`src/rtl/muldiv_unit.sv`:
```
// muldiv_unit: iterative radix-2 multiply/divide unit with architectural HI/LO registers
//   clk/clrn        : clock, asynchronous active-low reset
//   start, op       : launch MULTU(00)/MULT(01)/DIVU(10)/DIV(11) from IDLE
//   a, b            : rs/rt operands (multiplicand/dividend, multiplier/divisor)
//   hi_we, lo_we    : MTHI/MTLO write strobes for wdata, honoured only in IDLE
//   busy, done      : operation in progress / one-cycle result-ready pulse
//   hi, lo          : HI/LO registers
module muldiv_unit #(
    parameter int WIDTH = 32
) (
    input  logic             clk,
    input  logic             clrn,
    input  logic             start,
    input  logic [1:0]       op,
    input  logic [WIDTH-1:0] a,
    input  logic [WIDTH-1:0] b,
    input  logic             hi_we,
    input  logic             lo_we,
    input  logic [WIDTH-1:0] wdata,
    output logic             busy,
    output logic             done,
    output logic [WIDTH-1:0] hi,
    output logic [WIDTH-1:0] lo
);
    localparam int CW = $clog2(WIDTH);
    typedef enum logic [1:0] {IDLE, RUN, FIN} state_t;
    state_t state_q;
    logic [CW-1:0] cnt_q;
    logic [2*WIDTH-1:0] acc_q, acc_d, prod;
    logic [WIDTH-1:0] opnd_q, hi_q, lo_q, hi_d, lo_d, abs_a, abs_b;
    logic div_q, sa_q, neg_q, dz_q, done_q, sa, sb, ge;
    logic [WIDTH:0] sum, rem_t;
    assign sa = op[0] & a[WIDTH-1];
    assign sb = op[0] & b[WIDTH-1];
    assign abs_a = sa ? -a : a;
    assign abs_b = sb ? -b : b;
    // acc_q holds {partial product, multiplier} for multiply and
    // {remainder, dividend/quotient} for divide; opnd_q is the addend/divisor.
    always_comb begin
        sum = {1'b0, acc_q[2*WIDTH-1:WIDTH]} + {1'b0, opnd_q};
        rem_t = acc_q[2*WIDTH-1:WIDTH-1];
        // a compare (not a borrow bit) keeps divide-by-zero producing all-ones
        ge = rem_t >= {1'b0, opnd_q};
        acc_d = div_q ? {ge ? WIDTH'(rem_t - {1'b0, opnd_q}) : rem_t[WIDTH-1:0], acc_q[WIDTH-2:0], ge}
                      : (acc_q[0] ? {sum, acc_q[WIDTH-1:1]} : {1'b0, acc_q[2*WIDTH-1:1]});
        prod = neg_q ? -acc_q : acc_q;
        // remainder follows the dividend sign; for divide-by-zero this restores raw a
        hi_d = div_q ? (sa_q ? -acc_q[2*WIDTH-1:WIDTH] : acc_q[2*WIDTH-1:WIDTH]) : prod[2*WIDTH-1:WIDTH];
        lo_d = div_q ? ((neg_q & ~dz_q) ? -acc_q[WIDTH-1:0] : acc_q[WIDTH-1:0]) : prod[WIDTH-1:0];
    end
    always_ff @(posedge clk or negedge clrn) begin
        if (!clrn) begin
            state_q <= IDLE;
            cnt_q <= '0;
            acc_q <= '0;
            opnd_q <= '0;
            hi_q <= '0;
            lo_q <= '0;
            div_q <= 1'b0;
            sa_q <= 1'b0;
            neg_q <= 1'b0;
            dz_q <= 1'b0;
            done_q <= 1'b0;
        end else begin
            done_q <= 1'b0;
            case (state_q)
                IDLE: begin
                    if (hi_we) hi_q <= wdata;
                    if (lo_we) lo_q <= wdata;
                    if (start) begin
                        div_q <= op[1];
                        sa_q <= sa;
                        neg_q <= sa ^ sb;
                        dz_q <= b == '0;
                        acc_q <= {{WIDTH{1'b0}}, op[1] ? abs_a : abs_b};
                        opnd_q <= op[1] ? abs_b : abs_a;
                        cnt_q <= '0;
                        state_q <= RUN;
                    end
                end
                RUN: begin
                    acc_q <= acc_d;
                    cnt_q <= cnt_q + CW'(1);
                    if (cnt_q == CW'(WIDTH - 1)) state_q <= FIN;
                end
                FIN: begin
                    hi_q <= hi_d;
                    lo_q <= lo_d;
                    done_q <= 1'b1;
                    state_q <= IDLE;
                end
                default: state_q <= IDLE;
            endcase
        end
    end
    assign busy = state_q != IDLE;
    assign done = done_q;
    assign hi = hi_q;
    assign lo = lo_q;
endmodule

```
`config.mk`:
```
export PLATFORM = sky130hd
export DESIGN_NAME = muldiv_unit
export DESIGN_NICKNAME = d
export VERILOG_FILES = /design/src/rtl/muldiv_unit.sv
export SDC_FILE = /design/constraint.sdc
export NUM_CORES = 1
export LEC_CHECK = 0
export BUFFER_PORTS_ARGS = -buffer_cell sky130_fd_sc_hd__buf_2
export CAP_MARGIN = 0
export CORE_MARGIN = 2
export CORE_UTILIZATION = 47
export CTS_CLUSTER_DIAMETER = 40
export DETAILED_ROUTE_END_ITERATION = 12
export PLACE_DENSITY = 0.66
export SKIP_CTS_REPAIR_TIMING = 1
export SLEW_MARGIN = 20
export SYNTH_ARGS = -nofsm -noshare
export SYNTH_HDL_FRONTEND = slang
export SYNTH_SLANG_ARGS = --single-unit
```
`constraint.sdc`:
```
create_clock -name clk -period 3.6 [get_ports clk]
set_input_delay 0.54 -clock clk [delete_from_list [all_inputs] [get_ports clk]]
set_output_delay 0.54 -clock clk [all_outputs]
set_load 0.1 [all_outputs]
```
==> metrics, run 1 <==
number of synthesized flops with an enable pin=0; number of routed nets with antenna violations=0; nets=2,250; CTS H-tree lvls=4; Setup Viol. Count Final=0; Syn Inst Count=1,960; number of synthesized register bits=172; most common cell after layout, fill and taps aside=nand2_1; first-pass GRT wire length=85.18 mm; Starting Density=0.4735; status=completed; Fin. Hold Viols=0; Synth Flop Type=dfrtp_1; antenna fix cells=0; CP peak stage delay=660 ps; WL per Instance=21.99 um; Hold Crit Class=input port to asynchronous set/reset pin; core area=32,290 um2; Initial DRC Count=1,537; total gr overflow=0; commonest cells after routing, fill and taps aside=nand2_1 (227), o21ai_0 (174), dfrtp_1 (171); crit end category=flop; Rel. slew slack=0.2466; CTS tree=done; setup_tns=0 ps; Post-Syn Nets=2,135; Slowest cell on crit path=nor4_1; Final min period=3409 ps; DIE WIDTH=184.4 um; Die H=184.4 um; Port Buffers=168; clk sinks=172; Filler cells=3,053; GP Congestion=1.018; Global Route Usage Sum=0.3284; RSZ-0062 raised after global routing=false; skew final=13.83 ps; Max Slew Vio Count=0; Cell variety after synth=85; drt pass-1 iters=5; mapped cell area=15,290 um2; crit path launch type=flop; Crit Path Max Fanout=7; share of layout cells above drive strength 1=0.1576; clock root cell=clkbuf_16; maxcap violations=0; CP Cell Sequence=buf_4 > nor3_1 > nand3_1 > or2_1 > nor4_1 > nand2_1 > or4_1 > a21oi_1 > nor3_1; DRC=0; Synth Warn #=0; CP top delay family=simple AND/OR/NAND/NOR gates; vias per cell=6.215; largest net degree at the start of global routing=77; die area=33,990 um2; CP Data Required Time=3950 ps; CTS Buf Count=17; I/O Pins=169; Crit Path Class=flop to flop; CTS max path bufs=2; Tightest Pin Transition=1126 ps; initial antenna violation count=5; share of the synthesized area in the top cell type=0.2815; Data arrival, critical path=3760 ps; vias in the first global route=14,569; drt total wl=55.63 mm; fmax=0.2933 GHz; sequential area share after synthesis=0.2815; Rows=66; crit-path most repeated cell=nor3_1; clk_lat worst skew=460 ps; Synth async-reset ratio=1.000; via count of the routed design=15,725; CP bufs+invs=1; area grow syn2layout=13.73%; clk slew on worst S/H paths=90 ps; Area contributors post-synth=dfrtp_1 (28%), ha_1 (5.7%), o21ai_0 (5.7%); Tcrit/Tclk final=0.9470; Mapped Avg Cell Area=7.800 um2; Core Util, Final=0.5385; DP HPWL=43.66 mm; leading area contributor after synthesis=dfrtp_1
area by class of cell:
class                      instances  area (um2)  share of cell area
inverter                          65       244.0             0.01403
timing repair buffer             243        1448             0.08326
multi-input combinational       1576       10220              0.5877
sequential                       172        4308              0.2478
clock buffer                      17       425.4             0.02447
clock inverter                    15       191.4             0.01101
tap                              442       553.0             0.03181
state kept, by name, indices dropped and copies added (netlist names):
register  cells
opnd_q       32
div_q         1
cnt_q         5
acc_q        64
hi           32
neg_q         1
dz_q          1
sa_q          1
state_q       2
done          1
lo           32
layer usage:
| metal | part of all wire | global-route usage |
|---|---|---|
| met5 | 0.00076 | 0 |
| met4 | 0.037 | 0.1306 |
| met1 | 0.43 | 0.4531 |
| met2 | 0.44 | 0.4998 |
| met3 | 0.086 | 0.07054 |
cell usage after synthesis (39+ instances only):
library cell and n:
dfrtp_1 172, a21oi_1 157, xnor2_1 72, inv_1 64, mux2i_1 62, clkbuf_1 128
o21ai_0 174, nor2_1 148, ha_1 70, a21o_1 39, a211oi_1 42, nand3_1 55
nand2_1 228, xor2_1 87
final timing paths:
path | from | to | slack, ps | cells after the start
worst max register to register | acc_q[34]$_DFFE_PN0P_ | hi[17]$_DFFE_PN0P_ | 190 | 9
worst min register to register | lo[5]$_DFFE_PN0P_ | lo[5]$_DFFE_PN0P_ | 470 | 2
worst max-delay path | acc_q[34]$_DFFE_PN0P_ | hi[17]$_DFFE_PN0P_ | 190 | 9
min in group clk | wdata[1] | hi[1]$_DFFE_PN0P_ | 350 | 3
worst min-delay path | clrn | lo[24]$_DFFE_PN0P_ | 80 | 1
max in group asynchronous | clrn | hi[6]$_DFFE_PN0P_ | 2470 | 2
metrics by stage:
step                      worst slack [ps]  hold WS, ps  area, um2  std cells
after floorplan                      500.3        244.4      15290       1960
after global placement               242.1        455.8      16730       2497
after detailed placement             222.4        461.0      16730       2497
after CTS                            200.9        96.06      17350       2529
after global routing                0.6404        120.9      17390       2530
final                                190.9        77.44      17390       2530
cell families after synthesis:
kind of cell    count (synthesis)  synth area share
flops                         172            0.2815
mux                            70           0.04649
fa+ha+maj                      72           0.05991
simple gates                  625            0.1963
buf+inv                       212           0.05344
compound gates                650            0.2712
xor+xnor                      159           0.09109
worst reg2reg max path: stages (launching register included):
cell,delay [ps]
dfrtp_1,460
buf_4,200
nor3_1,320
nand3_1,190
or2_1,320
nor4_1,660
nand2_1,360
or4_1,490
a21oi_1,210
nor3_1,80
Power of run 1 is left out: the tool's default activity adds up to more than one toggle a clock period on the data nets, which glitch-free logic cannot reach.
==> run 2: changes to the inputs <==
--- a/config.mk
+++ b/config.mk
@@ -5,7 +5,7 @@
 export SDC_FILE = /design/constraint.sdc
 export NUM_CORES = 1
 export LEC_CHECK = 0
-export BUFFER_PORTS_ARGS = -buffer_cell sky130_fd_sc_hd__buf_2
+export BUFFER_PORTS_ARGS = -buffer_cell sky130_fd_sc_hd__buf_4
 export CAP_MARGIN = 0
 export CORE_MARGIN = 2
 export CORE_UTILIZATION = 47
==> run 2 against run 1 <==
  * Utilization increased by 1.4 points
  * Maximum frequency is 0.53% lower
  * Cell area rose by 2.6%
  * Clock-buffer cell count unchanged
  * Largest cell class unchanged
  * Via count grew 1.2%
  * Setup slack worse by 18 ps
==> metrics, run 2 (synthesized netlist as in run 1, its figures left out) <==
status=completed; Rows=66; Starting Density=0.4735; Tightest Pin Transition=1095 ps; Port Buffers=168; Final min period=3427 ps; number of routed nets with antenna violations=0; Reg2Reg Depth=8; Crit Path Class=flop to flop; post-layout instance area=17,840 um2; I/O Pins=169; crit path launch type=flop; Global Route Usage Sum=0.3227; r2r setup slk=170 ps; maxcap violations=0; clk_lat worst skew=450 ps; Core Util, Final=0.5524; CTS max path bufs=2; WL per Instance=21.82 um; CP Cell Sequence=buf_4 > nor4_1 > nand4_1 > or4_1 > o22a_1 > o32ai_1 > xor2_1 > a21oi_1; CP peak stage delay=740 ps; die area=33,990 um2; Initial DRC Count=1,480; CTS Buf Count=17; clk slew on worst S/H paths=80 ps; met1 Usage GRT=0.4363; number of flip-flops in the largest register=64; CP top delay family=simple AND/OR/NAND/NOR gates; Die H=184.4 um; WP depth=8; Crit Path Max Fanout=7; CP Data Required Time=3920 ps; vias in the first global route=14,597; clk sinks=172; GP Congestion=1.002; area grow syn2layout=16.66%; Hold Crit Class=input port to asynchronous set/reset pin; CTS H-tree lvls=4; Rel. slew slack=0.2671; nets=2,256; drt pass-1 iters=7; Filler cells=3,067; register with the highest flop count=acc_q; GR peak layer=met2; Setup Viol. Count Final=0; Data arrival, critical path=3740 ps; Max Slew Vio Count=0; drt total wl=55.42 mm; most common cell after layout, fill and taps aside=buf_4; first-pass GRT wire length=84.21 mm; CTS tree=done; via count of the routed design=15,917; RSZ-0062 raised after global routing=false; DIE WIDTH=184.4 um; vias per cell=6.267; DRC=0; fmax=0.2918 GHz; DP HPWL=42.90 mm; skew final=12.31 ps; crit end category=flop; Fin. Hold Viols=0; met3 GRT Util=0.05691; initial antenna violation count=3; setup_tns=0 ps; share of layout cells above drive strength 1=0.1600; CP bufs+invs=1; Hold Slack=85.22 ps; Post-DP Area=17,210 um2; clock root cell=clkbuf_16; commonest cells after routing, fill and taps aside=buf_4 (245), nand2_1 (227), o21ai_0 (174); largest net degree at the start of global routing=70; total gr overflow=0; routing usage on met2=0.5086; Slowest cell on crit path=or4_1; core area=32,290 um2; Tcrit/Tclk final=0.9521
==> run 2: stage by stage <==
step                worst slack (ps)  std cells
finish                         172.6       2540
global route                   4.332       2536
CTS                            267.5       2536
detailed placement             289.7       2504
global placement               286.0       2504
floorplan                      500.3       1960
==> run 2: area by class of cell <==
type	count	area, um2	share of cell area
Antenna cell	4	10.01	0.0005612
Clock buffer	17	425.4	0.02385
Clock inverter	15	172.7	0.009681
Inverter	65	244.0	0.01368
Multi-Input combinational cell	1576	10210	0.5727
Sequential cell	172	4305	0.2414
Tap cell	442	553.0	0.03101
Timing Repair Buffer	249	1911	0.1071
==> run 2: final timing paths <==
check / start / endpoint
min in group clk: wdata[29] / hi[29]$_DFFE_PN0P_
max in group asynchronous: clrn / div_q$_DFFE_PN0P_
setup reg to reg: acc_q[40]$_DFFE_PN0P_ / hi[26]$_DFFE_PN0P_
hold reg to reg: lo[4]$_DFFE_PN0P_ / lo[4]$_DFFE_PN0P_
hold / removal: clrn / lo[30]$_DFFE_PN0P_
setup / recovery: acc_q[40]$_DFFE_PN0P_ / hi[26]$_DFFE_PN0P_
==> run 2: metal layers <==
layer / routed length [um] / share of wire
met3: 4322 / 0.078
met2: 25080 / 0.45
met5: 0 / 0
met4: 2225 / 0.040
met1: 23800 / 0.43
Power of run 2 is left out for the same reason.
